===== src/rtl/hazard_forward_unit.sv =====
// Hazard and forwarding controller for the 5-stage pipeline: EX operand forwarding,
// MEM store-data bypass, load-use detection and a long-latency-unit register scoreboard.

module hazard_forward_sel #(
  parameter int RA_W = 5
) (
  input  logic [RA_W-1:0] src,
  input  logic [RA_W-1:0] memRd,
  input  logic            memRegWrite,
  input  logic [RA_W-1:0] wbRd,
  input  logic            wbRegWrite,
  output logic [1:0]      sel
);
  logic memHit, wbHit;
  assign memHit = memRegWrite && (memRd != '0) && (memRd == src);
  assign wbHit  = wbRegWrite && (wbRd != '0) && (wbRd == src);
  // MEM is the younger producer, so it masks WB; select is never 11
  assign sel    = {memHit, wbHit && !memHit};
endmodule

module hazard_forward_unit #(
  parameter int RA_W    = 5,
  parameter int MAX_OUT = 4,
  parameter int CNT_W   = 16
) (
  input  logic             clk,
  input  logic             rst_n,
  input  logic [RA_W-1:0]  ID_rs1,
  input  logic [RA_W-1:0]  ID_rs2,
  input  logic [RA_W-1:0]  ID_rd,
  input  logic             ID_RegWrite,
  input  logic             ID_LongOp,
  input  logic [RA_W-1:0]  EX_rs1,
  input  logic [RA_W-1:0]  EX_rs2,
  input  logic [RA_W-1:0]  EX_rd,
  input  logic             EX_RegWrite,
  input  logic             EX_MemRead,
  input  logic             EX_LongOp,
  input  logic [RA_W-1:0]  MEM_rs2,
  input  logic [RA_W-1:0]  MEM_rd,
  input  logic             MEM_RegWrite,
  input  logic             MEM_MemWrite,
  input  logic [RA_W-1:0]  WB_rd,
  input  logic             WB_RegWrite,
  input  logic             LU_done,
  input  logic [RA_W-1:0]  LU_rd,
  input  logic             perf_clr,
  output logic [1:0]       BusAFW,
  output logic [1:0]       BusBFW,
  output logic             DiSrc,
  output logic             stall,
  output logic             lu_full,
  output logic [CNT_W-1:0] stall_cycles
);
  localparam int NUM_REGS = 2 ** RA_W;
  localparam int NUM_SRC  = 2;
  localparam int CW       = $clog2(MAX_OUT + 1);

  logic [NUM_SRC-1:0][RA_W-1:0] exSrc;
  logic [NUM_SRC-1:0][1:0]      fwdSel;

  assign exSrc = {EX_rs2, EX_rs1};

  for (genvar g = 0; g < NUM_SRC; g++) begin : gSrc
    hazard_forward_sel #(.RA_W(RA_W)) uSel (
      .src         (exSrc[g]),
      .memRd       (MEM_rd),
      .memRegWrite (MEM_RegWrite),
      .wbRd        (WB_rd),
      .wbRegWrite  (WB_RegWrite),
      .sel         (fwdSel[g])
    );
  end

  assign BusAFW = fwdSel[0];
  assign BusBFW = fwdSel[1];
  assign DiSrc  = WB_RegWrite && (WB_rd != '0) && (WB_rd == MEM_rs2) && MEM_MemWrite;

  // EX_RegWrite is unused: long results bypass forwarding and the load check uses MemRead
  logic unusedExRw;
  assign unusedExRw = EX_RegWrite;

  logic [NUM_REGS-1:0] pend, pendNext;
  logic [CW-1:0]       outCnt;
  logic                issueSet, doneClr;

  assign issueSet = EX_LongOp && (EX_rd != '0);
  assign doneClr  = LU_done && pend[LU_rd];

  // Clear before set so a same-edge retire/reissue of one register stays pending
  always_comb begin
    pendNext = pend;
    if (doneClr)  pendNext[LU_rd] = 1'b0;
    if (issueSet) pendNext[EX_rd] = 1'b1;
    pendNext[0] = 1'b0;
  end

  always_ff @(posedge clk or negedge rst_n) begin
    if (!rst_n) begin
      pend   <= '0;
      outCnt <= '0;
    end else begin
      pend <= pendNext;
      if (issueSet && !doneClr)      outCnt <= outCnt + 1'b1;
      else if (doneClr && !issueSet) outCnt <= outCnt - 1'b1;
    end
  end

  assign lu_full = (outCnt == CW'(MAX_OUT));

  logic loadUse, rawLong, wawLong, structLong;
  logic exLongHit1, exLongHit2, exLongHitD;

  assign exLongHit1 = EX_LongOp && (EX_rd == ID_rs1);
  assign exLongHit2 = EX_LongOp && (EX_rd == ID_rs2);
  assign exLongHitD = EX_LongOp && (EX_rd == ID_rd);

  assign loadUse    = EX_MemRead && (EX_rd != '0) && ((EX_rd == ID_rs1) || (EX_rd == ID_rs2));
  assign rawLong    = ((ID_rs1 != '0) && (pend[ID_rs1] || exLongHit1)) ||
                      ((ID_rs2 != '0) && (pend[ID_rs2] || exLongHit2));
  assign wawLong    = ID_RegWrite && (ID_rd != '0) && (pend[ID_rd] || exLongHitD);
  // Conservative: a same-cycle LU_done is not credited toward a free slot
  assign structLong = ID_LongOp && (lu_full || ((outCnt == CW'(MAX_OUT - 1)) && EX_LongOp));

  assign stall = loadUse || rawLong || wawLong || structLong;

  always_ff @(posedge clk or negedge rst_n) begin
    if (!rst_n)                        stall_cycles <= '0;
    else if (perf_clr)                 stall_cycles <= '0;
    else if (stall && !(&stall_cycles)) stall_cycles <= stall_cycles + 1'b1;
  end
endmodule


===== config.mk =====
export PLATFORM = sky130hd
export DESIGN_NAME = hazard_forward_unit
export DESIGN_NICKNAME = d
export VERILOG_FILES = /design/src/rtl/hazard_forward_unit.sv
export SDC_FILE = /design/constraint.sdc
export NUM_CORES = 1
export LEC_CHECK = 0
export BUFFER_PORTS_ARGS = -buffer_cell sky130_fd_sc_hd__buf_4
export CAP_MARGIN = 40
export CORE_ASPECT_RATIO = 1.75
export CORE_MARGIN = 3
export CORE_UTILIZATION = 28
export DETAILED_ROUTE_END_ITERATION = 8
export PLACE_DENSITY_LB_ADDON = 0.12
export SETUP_SLACK_MARGIN = 0.4
export SYNTH_ARGS = -nofsm -noshare
export SYNTH_HDL_FRONTEND = slang
export SYNTH_SLANG_ARGS = --single-unit

===== constraint.sdc =====
create_clock -name clk -period 5.3 [get_ports clk]
set_input_delay 1.06 -clock clk [delete_from_list [all_inputs] [get_ports clk]]
set_output_delay 1.06 -clock clk [all_outputs]
set_load 0.02 [all_outputs]

== After elaboration in Yosys (flattened, before gate mapping) ==
Index checks and enable logic that the tools add are counted.
Word-level totals
  output and inout bits: 23
  input bits: 62
  logic and storage cells: 95
  flip-flop bits (word level): 50
Operators by class
  mux-type cells: 18
  add/subtract/negate cells: 3
  equality and inequality tests: 10
  bitwise logic cells: 3
  $lt $le $gt $ge: 7
  reduce and logical (&&, ||, !) cells: 51
Operator list (number)
  two-way mux 32 bit: 2
  == test 5 bit: 8
  bitwise AND 32 bit: 1
  two-way mux 16 bit: 2
  NOT 32 bit: 1
  OR 32 bit: 1
  less-than comparator 5 x 6 -> 1 bit, second input constant: 5
  nonzero test 5 bit: 6
  logical AND 1 bit: 28
  binary-select mux 1 bit (select 5 bit): 4
  adder 16 x 1 -> 16 bit, second input constant: 1
  AND reduction 16 bit: 1
  demux 1 bit (select 5 bit): 2
  >= comparator 5 x 1 -> 1 bit, second input constant: 2
  logical OR 1 bit: 9
  two-way mux 1 bit: 6
  two-way mux 3 bit: 2
  zero test 1 bit: 5
  nonzero test 2 bit: 2
  adder 3 x 1 -> 3 bit, second input constant: 1
  == test 3 x 2 -> 1 bit, second input constant: 1
  == test 3 bit, second input constant: 1
  subtractor 3 x 1 -> 3 bit, second input constant: 1

== Longest topological paths before layout ==
  word-level depth: 11
  mapped depth: 13
  mapped depth without buffers: 11

== Hierarchy ==
From an unflattened synthesis, not the netlist that was laid out.
Unflattened totals
  cell total of the unflattened synthesis: 435
  area, all modules: 4242.8 um2
Modules (own cells, without submodules)
  hazard_forward_unit: sequential area each 1251.2 um2, area each 3925.0 um2, cells an instance 393, instances 1
  hazard_forward_sel: sequential area each 0.0 um2, area each 158.9 um2, cells an instance 21, instances 2

== Worst setup path before layout ==
OpenSTA, ideal clock, no wires.
  path kind: input to output
  start point: input port ID_rs2[1]
  end point: output port stall
  path buffers: 1
  stages: 8
  data required time: 4.240 ns
  data arrival time: 2.847 ns
  path slack: 1.393 ns
  cell sequence: buf_6 mux4_1 nor2b_1 o22ai_1 a2111oi_2 o2111ai_2 nor2_1 inv_1
Between the ends
  longest elaborated chain between the ends: 8
  elaborated cells between the ends (all ways): 13
  classes of those cells: eq/ne: 1; mux: 2; reduce/logical: 10
RTL lines
  from (decl): RTL line 29  | input logic [RA_W-1:0] ID_rs2,
  binary-select mux 1 bit (select 5 bit) / == test 5 bit (equally long branches): RTL line 120, 115, 118
  two-way mux 1 bit (implied by the code) / logical AND 1 bit (equally long branches): RTL line 120, 115
  logical OR 1 bit: RTL line 120  | ((ID_rs2 != '0) && (pend[ID_rs2] || exLongHit2));
  logical AND 1 bit: RTL line 120
  logical OR 1 bit: RTL line 119  | assign rawLong = ((ID_rs1 != '0) && (pend[ID_rs1] || exLongHit1)) ||
  logical OR 1 bit (*) (3 in a row): RTL line 125  | assign stall = loadUse || rawLong || wawLong || structLong;
  to (decl): RTL line 51  | output logic stall,
Mark *: on every way between the ends. The rest lies on a longest branch, timed or not. The select of a mux whose other input is x is not followed.

== Final worst setup path ==
Ends and elaborated chain as after synthesis.

==> flow_summary_export.csv <==
group,metric,value,unit
clock_tree,clkTransAtPathRegs,70,ps
placed_design,post-place-ws,973.0,ps
clock_tree,cts_setup_buffers,0,
power_and_ir_drop,powerDensity,295.6,nW/um^2
route,via_per_inst,5.628,
finish,final_layout_size_suffix_gt1_frac,0.2470,
die,dieArea,16580,um^2
timing,slew_viol_final,0,
global_route,gr-usage-met2,0.3475,
worst_hold_path,min_to,"outCnt[2]",
finish,design_area,5066,um^2
global_route,grt_util_met1,0.1907,
route,firstDrtPassIters,4,
die,die_x,98.63,um
synthesis,synth_flop_cell,"dfrtp_1",
clock_tree,cts_resized,0,
timing,worstMarginPinSlew,778.7,ps
route,drc,0,
worst_hold_path,hold_start,"outCnt[2]",
finish,insertedDiodeCount,0,
synthesis,ys_ff_latch,50,
timing,setup_ws,1001,ps
global_route,grt_use_total,0.1800,
die,initial_core_util,0.2897,
synthesis,synth_edf_count,0,
clock_tree,holdBufCountCts,0,
timing,max_freq,232.6,MHz
synthesis,synth_top_area_frac,0.2976,
global_route,grt_max_degree,51,
die,pin_count,85,
clock_tree,clk_latency,300,ps
power_and_ir_drop,power.leakage,2.027,nW
timing,hold_ws,501.1,ps
synthesis,avgSynthCellArea,9.687,um^2
timing,fin_worst_skew,7.078,ps
global_route,grt_pass1_vias,3994,
synthesis,async_reset_ff_frac,1.000,
timing,setup_viol,0,
global_route,busiest_layer,"met2",
worst_setup_path,r2r_end,"outCnt[2]",
synthesis,netlist_instances,434,
synthesis,yosys_warnings,0,
synthesis,netlist_area,4204,um^2
synthesis,ys_types,56,
route,wl,14660,um
timing,post-route-min-period,4300,ps
synthesis,ys_seq_area_frac,0.2976,
worst_setup_path,worst_ep_arrival_time,3240,ps
finish,area_growth,20.51,%
power_and_ir_drop,irDropWorstVdd,0.1288,mV
timing,max-slew-margin-rel,0.4808,
global_route,grt_pass1_wl,23190,um
worst_setup_path,critPathLaunchType,"primary input",
worst_setup_path,required,4240,ps
timing,hold_violations,0,
clock_tree,cts_buffers,5,
route,ant_nets,0,
global_route,antenna_found_initial,0,
die,core,14510,um^2
die,std_cell_rows,58,
clock_tree,htreeDepth,2,
worst_setup_path,rr_startpoint,"pend[30]",
route,wl_per_cell,21.63,um
placed_design,port_buffers,83,
route,drt_iter0_markers,214,
clock_tree,clock_sinks,50,
worst_hold_path,hold_depth,1,
clock_tree,cts_max_path_buffers,2,
worst_setup_path,critPathKind,"primary input to output port",
placed_design,detailed_place_hpwl,11290,um
clock_tree,cts_tree,"yes",
synthesis,yosysMostFrequentCell,"dfrtp_1",
run,cap_viol_max_count,0,
worst_hold_path,min_path_type,"flip-flop to flip-flop",
status,status,"complete, no violations",
clock_tree,clockRootBuffer,"clkbuf_16",
placed_design,place_congestion,0.8841,
synthesis,synth_largest_area_cell,"dfrtp_1",
global_route,grtUsageMet3,0.02736,
worst_setup_path,reg2reg_slack,2250,ps
worst_setup_path,crit_start,"ID_rs2[1]",
die,die_height,168.1,um
synthesis,synth_top_cells_by_area,"dfrtp_1 (30%), mux4_2 (11%), xor2_1 (5.2%), xnor2_1 (4.6%), nand2_1 (4.2%)",
timing,fin_crit_sh,0.8112,
worst_setup_path,ff2ff_path_depth,10,
placed_design,placed_cell_area,4897,um^2
synthesis,synth_common_cells,"dfrtp_1 (50), nand2_1 (47), xor2_1 (25), xnor2_1 (22)",
worst_setup_path,crit_path_end_kind,"output port",
worst_setup_path,crit_fanout,10,
timing,rsz0062_at_grt,"false",
route,routed-via-count,3816,
global_route,grt_overflow,0,
finish,final_nets,562,
timing,setup_tns,0,ps
synthesis,syn_nets,499,
[routing by layer]
metal  routed length (um)  vias to the layer above
li1                     -                     1764
met1                 5311                     1895
met2                 8259                      137
met3                  710                       20
met4                  382                        0
met5                    0                        -
[state kept, by name (all words and copies together), names as in the netlist]
signal,cells
pend,31
outCnt,3
stall_cycles,16
[kinds of logic after synthesis]
family / count (synthesis) / share of synthesized area
AO/OA/AOI/OAI: 89 / 0.1643
XOR/XNOR: 47 / 0.09792
flip-flops: 50 / 0.2976
AND/OR/NAND/NOR: 163 / 0.2104
adder cells (fa/ha/maj): 3 / 0.01071
multiplexers: 42 / 0.1685
buffers and inverters: 40 / 0.05059
[power by group]
group | internal, mW | switching [mW] | leakage (nW)
clock | 0.224 | 0.157 | 0.0842
sequential | 0.464 | 0.141 | 0.619
combinational | 0.275 | 0.237 | 1.32
total | 0.963 | 0.535 | 2.03
[how the worst max path moves through the flow]
stage                 end  slack (ps)
global route        stall         810
detailed placement  stall         970
finish              stall        1000
global placement    stall        1000
CTS                 stall         970
floorplan           stall        1390
[area by class of cell]
cell class / count / area [um^2]
clock buffer: 5 / 125.1
timing repair buffer: 86 / 643.1
tap: 180 / 225.2
multi-input combinational: 344 / 2740
clock inverter: 3 / 43.79
sequential: 50 / 1251
fill: 1500 / 9448
inverter: 10 / 37.54
[placed cells by master (no fill, tap or decap), types with 6 or more instances in the layout]
cell,netlist,routed
xnor2_1,22,22
nor4_1,6,6
or4_1,11,11
buf_4,5,85
a22o_1,12,12
mux2i_1,16,16
o31ai_1,6,6
nand2_1,47,47
nor3_1,7,7
nor3b_1,9,9
nand4_1,6,6
nor2_1,20,20
and3_1,6,6
o2bb2ai_1,16,16
o21ai_0,8,8
xor2_1,25,25
dfrtp_1,50,50
nor2b_1,13,13
nand3_1,14,14
mux4_2,20,20
a21oi_1,12,12
inv_1,10,10
[critical path, stage by stage]
cell and delay (ps):
buf_4 190, mux4_1 590, nor2b_1 120, o22ai_1 110, a2111oi_2 400, o2111ai_2 270, nor2_1 250, inv_1 80
buf_4 160
[per-stage QoR]
stage                     std cells  power (mW)    util
after CTS                       678       1.511  0.3491
after global routing            678       1.583  0.3491
final                           678       1.498  0.3491
after floorplan                 434      0.9186       -
after global placement          669       1.116  0.3371
after detailed placement        670       1.124  0.3374
(Power assumes the default switching activity.)
